<file path="config.mk">
export PLATFORM = sky130hd
export DESIGN_NAME = memory_scan_ctrl
export DESIGN_NICKNAME = d
export VERILOG_FILES = /design/src/rtl/memory_scan_pkg.sv /design/src/rtl/scan_serdes.sv /design/src/rtl/memory_scan_ctrl.sv
export SDC_FILE = /design/constraint.sdc
export NUM_CORES = 1
export LEC_CHECK = 0
export ABC_CLOCK_PERIOD_IN_PS = 2000
export BUFFER_PORTS_ARGS = -buffer_cell sky130_fd_sc_hd__buf_4
export CAP_MARGIN = 20
export CORE_MARGIN = 1
export CORE_UTILIZATION = 53
export DETAILED_ROUTE_END_ITERATION = 16
export GPL_ROUTABILITY_DRIVEN = 1
export GPL_TIMING_DRIVEN = 1
export MAX_ROUTING_LAYER = met4
export PLACE_DENSITY = 0.82
export SYNTH_ARGS = -nofsm -noshare
export SYNTH_HDL_FRONTEND = slang
export SYNTH_SLANG_ARGS = --single-unit
</file>
<file path="constraint.sdc">
create_clock -name clk -period 2 [get_ports clk]
set_clock_uncertainty 0.15 [all_clocks]
set_input_delay 0.1 -clock clk [delete_from_list [all_inputs] [get_ports clk]]
set_output_delay 0.1 -clock clk [all_outputs]
set_load 0.02 [all_outputs]
</file>
<file path="src/rtl/memory_scan_pkg.sv">
// memory_scan_pkg: shared state type and scan chain geometry for the
// memory bank scan sequencer.
package memory_scan_pkg;

   // Sequencer states; fixed encoding keeps waveforms readable across builds.
   typedef enum logic [2:0] {
      ST_IDLE   = 3'd0,
      ST_FETCH  = 3'd1,
      ST_SHIFT  = 3'd2,
      ST_EMIT   = 3'd3,
      ST_FINISH = 3'd4
   } scan_state_t;

   // Chain composition, head to tail: 15 byte-wide data cells, button cell,
   // LED cell and the 16-bit locking key.
   localparam int SCAN_DATA_CELLS  = 32'sd15;
   localparam int SCAN_CELL_BITS   = 32'sd8;
   localparam int SCAN_BUTTON_BITS = 32'sd1;
   localparam int SCAN_LED_BITS    = 32'sd7;
   localparam int SCAN_KEY_BITS    = 32'sd16;

   localparam int SCAN_CHAIN_LEN = SCAN_DATA_CELLS * SCAN_CELL_BITS
                                 + SCAN_BUTTON_BITS + SCAN_LED_BITS
                                 + SCAN_KEY_BITS;
   localparam int SCAN_BYTES     = SCAN_CHAIN_LEN / 32'sd8;

   // Number of stream bytes needed to cover a chain of the given length.
   function automatic int chain_bytes(input int chain_len, input int byte_w);
      return chain_len / byte_w;
   endfunction

endpackage

</file>
<file path="src/rtl/scan_serdes.sv">
// scan_serdes: byte-to-bit serializer for the scan chain head and
// bit-to-byte deserializer for the chain tail. Bits move LSB first; the
// first bit captured ends up in rx_data[0] after W shifts.
module scan_serdes #(
   parameter int W  = 8,
   parameter int CW = $clog2(W)
) (
   input  logic         clk,
   input  logic         rst_n,
   input  logic         clr,
   input  logic         load,
   input  logic         shift,
   input  logic [W-1:0] load_data,
   input  logic         ser_in,
   output logic         tx_bit,
   output logic [W-1:0] rx_data,
   output logic         last_bit
);

   logic [W-1:0]  tx_r;
   logic [W-1:0]  rx_r;
   logic [CW-1:0] bit_cnt_r;

   // Transmit register: parallel load from the stream, shift right toward the chain.
   always_ff @(posedge clk or negedge rst_n) begin
      if (!rst_n) begin
         tx_r <= {W{1'b0}};
      end else if (load) begin
         tx_r <= load_data;
      end else if (shift) begin
         tx_r <= {1'b0, tx_r[W-1:1]};
      end
   end

   // Receive register: chain tail enters at the MSB so the first bit lands in bit 0.
   always_ff @(posedge clk or negedge rst_n) begin
      if (!rst_n) begin
         rx_r <= {W{1'b0}};
      end else if (shift) begin
         rx_r <= {ser_in, rx_r[W-1:1]};
      end
   end

   // Bit position within the current byte; wraps to zero on the last shift.
   always_ff @(posedge clk or negedge rst_n) begin
      if (!rst_n) begin
         bit_cnt_r <= {CW{1'b0}};
      end else if (clr) begin
         bit_cnt_r <= {CW{1'b0}};
      end else if (shift) begin
         bit_cnt_r <= bit_cnt_r + {{(CW-1){1'b0}}, 1'b1};
      end
   end

   assign tx_bit   = tx_r[0];
   assign rx_data  = rx_r;
   assign last_bit = (bit_cnt_r == CW'(W - 1));

endmodule

</file>
<file path="src/rtl/memory_scan_ctrl.sv">
// memory_scan_ctrl: sequences byte-wide load/readback of the memory bank scan
// chain. LOAD shifts a new image in while capturing the old one; DUMP rotates
// the chain through itself so the bank contents survive a readback. The chain
// only moves in SHIFT, so stream backpressure can never corrupt it.
module memory_scan_ctrl
   import memory_scan_pkg::*;
#(
   parameter int CHAIN_LEN = SCAN_CHAIN_LEN,
   parameter int BYTE_W    = 8
) (
   input  logic              clk,
   input  logic              rst,
   input  logic              start,
   input  logic              mode,
   input  logic              abort,
   input  logic [BYTE_W-1:0] in_data,
   input  logic              in_valid,
   output logic              in_ready,
   output logic [BYTE_W-1:0] out_data,
   output logic              out_valid,
   input  logic              out_ready,
   output logic              scan_enable,
   output logic              scan_in,
   input  logic              scan_out,
   output logic              cpu_hold,
   output logic              busy,
   output logic              done,
   output logic              aborted
);

   localparam int NBYTES = chain_bytes(CHAIN_LEN, BYTE_W);
   localparam int CNT_W  = $clog2(NBYTES + 1);

   scan_state_t      state_r;
   scan_state_t      state_s;
   logic             mode_r;
   logic             mode_s;
   logic [CNT_W-1:0] byte_cnt_r;
   logic [CNT_W-1:0] byte_cnt_s;
   logic             aborted_r;
   logic             aborted_s;
   logic             clr_s;
   logic             load_s;
   logic             shift_s;
   logic             tx_bit_s;
   logic             last_bit_s;
   logic             in_shift_s;

   // State, latched mode, byte counter and abort pulse registers.
   always_ff @(posedge clk or negedge rst) begin
      if (!rst) begin
         state_r    <= ST_IDLE;
         mode_r     <= 1'b0;
         byte_cnt_r <= {CNT_W{1'b0}};
         aborted_r  <= 1'b0;
      end else begin
         state_r    <= state_s;
         mode_r     <= mode_s;
         byte_cnt_r <= byte_cnt_s;
         aborted_r  <= aborted_s;
      end
   end

   // Next-state, counter and serdes control decode.
   always_comb begin
      state_s    = state_r;
      mode_s     = mode_r;
      byte_cnt_s = byte_cnt_r;
      aborted_s  = 1'b0;
      clr_s      = 1'b0;
      load_s     = 1'b0;
      shift_s    = 1'b0;
      case (state_r)
         ST_IDLE: begin
            // abort is meaningless here, so start always wins
            if (start) begin
               mode_s     = mode;
               byte_cnt_s = {CNT_W{1'b0}};
               clr_s      = 1'b1;
               state_s    = mode ? ST_SHIFT : ST_FETCH;
            end else begin
               state_s = ST_IDLE;
            end
         end
         ST_FETCH: begin
            if (abort) begin
               aborted_s = 1'b1;
               state_s   = ST_IDLE;
            end else if (in_valid) begin
               load_s  = 1'b1;
               state_s = ST_SHIFT;
            end else begin
               state_s = ST_FETCH;
            end
         end
         ST_SHIFT: begin
            // the bank shifts whenever scan_enable is high, so the serdes
            // follows it even in an aborting cycle
            shift_s = 1'b1;
            if (abort) begin
               aborted_s = 1'b1;
               state_s   = ST_IDLE;
            end else if (last_bit_s) begin
               state_s = ST_EMIT;
            end else begin
               state_s = ST_SHIFT;
            end
         end
         ST_EMIT: begin
            // a byte taken in the same cycle as abort still counts as consumed
            if (out_ready) begin
               byte_cnt_s = byte_cnt_r + {{(CNT_W-1){1'b0}}, 1'b1};
            end else begin
               byte_cnt_s = byte_cnt_r;
            end
            if (abort) begin
               aborted_s = 1'b1;
               state_s   = ST_IDLE;
            end else if (out_ready) begin
               if (byte_cnt_s == CNT_W'(NBYTES)) begin
                  state_s = ST_FINISH;
               end else begin
                  state_s = mode_r ? ST_SHIFT : ST_FETCH;
               end
            end else begin
               state_s = ST_EMIT;
            end
         end
         ST_FINISH: begin
            // transfer is already complete; done is on the wire this cycle
            state_s = ST_IDLE;
         end
         default: begin
            state_s = ST_IDLE;
         end
      endcase
   end

   scan_serdes #(
      .W (BYTE_W)
   ) u_serdes (
      .clk       (clk),
      .rst_n     (rst),
      .clr       (clr_s),
      .load      (load_s),
      .shift     (shift_s),
      .load_data (in_data),
      .ser_in    (scan_out),
      .tx_bit    (tx_bit_s),
      .rx_data   (out_data),
      .last_bit  (last_bit_s)
   );

   // Outputs are pure state decodes so reset drops them without a clock edge.
   assign in_shift_s  = (state_r == ST_SHIFT);
   assign in_ready    = (state_r == ST_FETCH);
   assign out_valid   = (state_r == ST_EMIT);
   assign scan_enable = in_shift_s;
   assign scan_in     = in_shift_s & (mode_r ? scan_out : tx_bit_s);
   assign busy        = (state_r != ST_IDLE);
   assign cpu_hold    = busy;
   assign done        = (state_r == ST_FINISH);
   assign aborted     = aborted_r;

endmodule

</file>
; ---- After elaboration in Yosys (flattened, before gate mapping)
; Cells that the tools add are included.
[classes]
mux = 28
eq_ne = 7
reduce_logical = 8
n_addsub = 2
n_bitwise = 1
[op_table]
columns = operator, n
row1 = $mux W8, 2
row2 = $mux W3, 5
row3 = $mux W5, 3
row4 = $mux W2, 6
row5 = $pmux W3 S4, 1
row6 = $mux W1, 10
row7 = $pmux W5 S2, 1
row8 = $eq A3 B2 Y1 const B, 2
row9 = $eq A3 B3 Y1 const B, 2
row10 = $reduce_bool A2 Y1, 3
row11 = $add A5 B1 Y5 const B, 1
row12 = $eq A5 B5 Y1 const B, 1
row13 = $reduce_and A2 Y1, 2
row14 = $add A3 B1 Y3 const B, 1
row15 = $eq A3 B1 Y1 const B, 1
row16 = $logic_not A3 Y1, 1
row17 = $reduce_bool A3 Y1, 1
row18 = $reduce_or A3 Y1, 1
row19 = $ne A2 B2 Y1 const B, 1
row20 = $and A1 B1 Y1, 1
[word_totals]
ff_bits = 29
word_cells = 53
output_inout_bits = 16
inputBits = 16

; ---- Logic depth before layout (Yosys ltp)
[depth]
word_depth = 8
depth_mapped = 6
ltp_nobuf = 6

; ---- By module
; Synthesis repeated with hierarchy kept, for this count alone.
[unflattened]
hier_cells = 131
hier_area_um2 = 1476.4
[modules_own_cells]
columns = mod, cells_per_inst, seq_area_each_um2, area_each_um2, instances
row1 = scan_serdes, 62, 475.5, 813.3, 1
row2 = memory_scan_ctrl, 69, 250.2, 663.1, 1

; ---- Worst setup path after synthesis
; OpenSTA, ideal clock, no wires.
[synth_path]
kind = register to register
startpoint = register state_r[2]
endpoint = register byte_cnt_r[2]
required_time_ns = 1.725
path_buffers = 1
t_arrival_ns = 1.371
path_stages_with_launch = 7
path_slack_ns = 0.353
synth_period_minus_slack_ns = 1.647
path_cell_list = dfrtp_1 -> buf_2 -> nand3b_2 -> inv_1 -> nor2_1 -> o21ai_0 -> o21ai_1
[synth_between]
elab_chain_len = 3
elab_cells_between_ends = 6
classes_between = eq/ne (2) / mux (1) / reduce/logical (3)
[synth_rtl]
columns = element, line
row1 = "start, declared", memory_scan_ctrl.sv:34  ; scan_state_t state_r;
row2 = "start signal, assigned", memory_scan_ctrl.sv:57  ; state_r <= state_s;
row3 = $eq A3 B2 Y1 *, -
row4 = via out_valid, memory_scan_ctrl.sv:20  ; output logic out_valid,
row5 = $reduce_bool A2 Y1 (no line), -
row6 = $reduce_and A2 Y1 (no line), -
row7 = "end signal, assigned", memory_scan_ctrl.sv:54  ; byte_cnt_r <= {CNT_W{1'b0}};
row8 = "end signal, assigned", memory_scan_ctrl.sv:59  ; byte_cnt_r <= byte_cnt_s;
row9 = "end, declared", memory_scan_ctrl.sv:38  ; logic [CNT_W-1:0] byte_cnt_r;
; The timed path passes the listed nets; every way through them passes the cells marked *.
; A chain may end at the register's enable or synchronous reset.

; ---- Final worst setup path
[layout_path]
startpoint = register state_r[2]
endpoint = output out_valid
[layout_between]
elab_chain_len = 1
[layout_rtl]
columns = element, line
row1 = $eq A3 B2 Y1, memory_scan_ctrl.sv:157  ; assign out_valid = (state_r == ST_EMIT);
row2 = "end, declared", memory_scan_ctrl.sv:20
; Every way passes these cells.

==> impl_metrics.ini <==
[global_routing]
antenna_found_initial = 0
first_global_vias = 1096
grt_pass1_wl_um = 4500
grt_usage_pct = 23.6
grt_max_degree = 30
grt_overflow = 0

[routing]
drt-initial-drc-count = 30
drc_errors = 0
antenna_left = 0
routedWlPerCell_um = 13.9
vias = 1127
viasPerCell = 5.47
routed_wirelength_um = 2860
firstDrtPassIters = 4

[power]
p_int_uw = 1410
p_sw_share_pct = 37.0
clkPwrFrac_pct = 15.0
p_leak_uw = 0.000863
powerDensity_mw_per_mm2 = 1210
seq_power_share_pct = 42.5
vdd_drop_max_mv = 1.11
p_sw_uw = 829
power_frac_comb_pct = 42.5

[logic_synthesis]
ys_ff_latch = 29
synth.area.top_cells = dfrtp_1 (51%), mux2_2 (7.1%), mux2i_1 (6.3%)
synthFlopType = dfrtp_1
synth_top_cell_by_area = dfrtp_1
synth.most_common_cell = dfrtp_1
avgSynthCellArea_sq_um = 11.1
ys_types = 34
yosysWarnings = 0
synth_top_cell_area_share_pct = 51.0
synth.top_cells.by_count = dfrtp_1 (29), nand2_1 (14), o21ai_0 (13)
async_reset_ff_share_pct = 100
synth_nets = 147
synth_enable_flop_cells = 0
yosysSeqAreaShare_pct = 51.0
synthesis.instances = 128
synth_area_sq_mm = 0.00142

[timing]
finalSetupTns_ps = 0
finalCritPeriodShare_pct = 95.1
rsz0062_at_grt = no
hold_violations = 0
fmax_mhz = 526
worst_slew_pin_slew_ps = 588
setup_viol = 0
min_period_ps = 1900
maxSlewHeadroom_pct = 60.6
setup_slack_ps = 97.6
slew_violations = 0
finalHoldWorstSlack_ps = 35.8

[placed_design]
portBuffers = 31
hpwlAfterDp_um = 2030
place_area_sq_mm = 0.00167
place_congestion = 0.834
dp_slack_ps = 222

[cts]
cts.sinks = 29
numCtsBuffers = 5
path_clk_slew_ps = 90
clock_latency_ps = 330
clockBufferDepth = 2
root_buffer = clkbuf_4
htree_levels = 2
cts_tree = done
cts_setup_buffers = 0

[setup_path]
crit_type = reg -> out
cp.arrival_ps = 1650
start_kind = register
cp_max_fo = 11
end_kind = primary output
required_ps = 1750

[final_layout]
finalInstanceArea_sq_mm = 0.00185
syn2layout_area_growth_pct = 30.3
drive_above_1_share_pct = 30.7
diodes = 0
nets = 194
final_util_pct = 74.2

[floorplan]
boundaryPins = 32
core_area_sq_mm = 0.00250
initial_utilization_pct = 56.9
die_x_um = 53.8
design.die.area_sq_mm = 0.00290
rows = 18
die_h_um = 53.8

[status]
status = completed

[job]
maxCapViolCount = 0

[hold_path]
hp-class = in -> reg
-- metrics by stage --
| step | power (uW) | instances |
|---|---|---|
| finish | 2240 | 206 |
| global route | 2390 | 206 |
| CTS | 2250 | 206 |
| detailed placement | 1900 | 185 |
| global placement | 1850 | 185 |
| floorplan | 1560 | 128 |
-- path summary, 6_finish.rpt --
kind | startpoint | to | slack [ps] | cells past startpoint
worst min-delay path | start | u_serdes.bit_cnt_r[2] | 40 | 3
min in group asynchronous | rst | byte_cnt_r[1] | 60 | 2
max in group asynchronous | rst | u_serdes.bit_cnt_r[2] | 1350 | 2
worst max-delay path | state_r[2] | out_valid | 100 | 3
worst max register to register | state_r[1] | mode_r | 220 | 2
worst min register to register | u_serdes.rx_data[0] | u_serdes.rx_data[0] | 380 | 1
-- flip-flops by register name (all words and copies together), names as in the netlist --
register            flops
u_serdes.rx_data        8
u_serdes.tx_r           8
byte_cnt_r              5
state_r                 3
u_serdes.bit_cnt_r      3
aborted                 1
mode_r                  1
-- layout by cell type (no fill, tap or decap), types with 2 or more instances in the layout --
| cell | instances |
|---|---|
| a21oi_1 | 2 |
| and2_1 | 2 |
| buf_4 | 34 |
| clkbuf_1 | 3 |
| clkbuf_4 | 5 |
| dfrtp_1 | 29 |
| dlygate4sd3_1 | 13 |
| ha_1 | 3 |
| inv_1 | 3 |
| mux2_2 | 9 |
| mux2i_1 | 9 |
| nand2_1 | 14 |
| nand4_1 | 3 |
| nor2_1 | 8 |
| nor3_1 | 2 |
| nor3b_1 | 2 |
| o21ai_0 | 13 |
| o22ai_1 | 2 |
| xnor2_1 | 3 |
-- what timing repair did --
item,4_1_cts,5_1_grt
resized for setup,0,1
setup endpoints to repair,0,1
endpoints found under the hold margin,46,0
hold buffers,13,0
-- final cells by class --
type	count	area, sq um
Clock buffer	8	48.8
Fill cell	193	646
Sequential cell	29	726
Multi-Input combinational cell	89	646
Inverter	3	11.3
Tap cell	30	37.5
Timing Repair Buffer	47	385
-- logic make-up after synthesis --
kind of cell	Yosys count	share of synthesized area, %
fa+ha+maj	3	2.64
simple gates	41	16.5
buf+inv	10	3.96
mux	19	14.4
xor+xnor	4	2.46
flops	29	51.0
compound gates	22	8.97
-- worst max-delay path: stages (launching register included) --
cell and delay [ps]:
dfrtp_1 540, nand3b_2 400, inv_1 200, buf_4 170
-- power by group through the flow --
| stage | clock, uW | sequential [uW] | combinational [uW] |
|---|---|---|---|
| 2_1_floorplan | 0 | 1020 | 539 |
| 3_3_place_gp | 0 | 946 | 901 |
| 3_5_place_dp | 0 | 964 | 933 |
| 4_1_cts | 347 | 952 | 955 |
| 5_1_grt | 365 | 983 | 1040 |
| 6_report | 336 | 951 | 952 |
-- per-layer routing --
metal  global-route usage, %  part of all wire (%)  vias to the layer above
met1                    25.5                    42                      536
met5                       -                     0                        -
met2                    37.0                    50                       40
met3                    5.93                   4.6                       11
met4                    17.5                   3.6                        0
li1                        -                     -                      540
(Power assumes the default switching activity.)
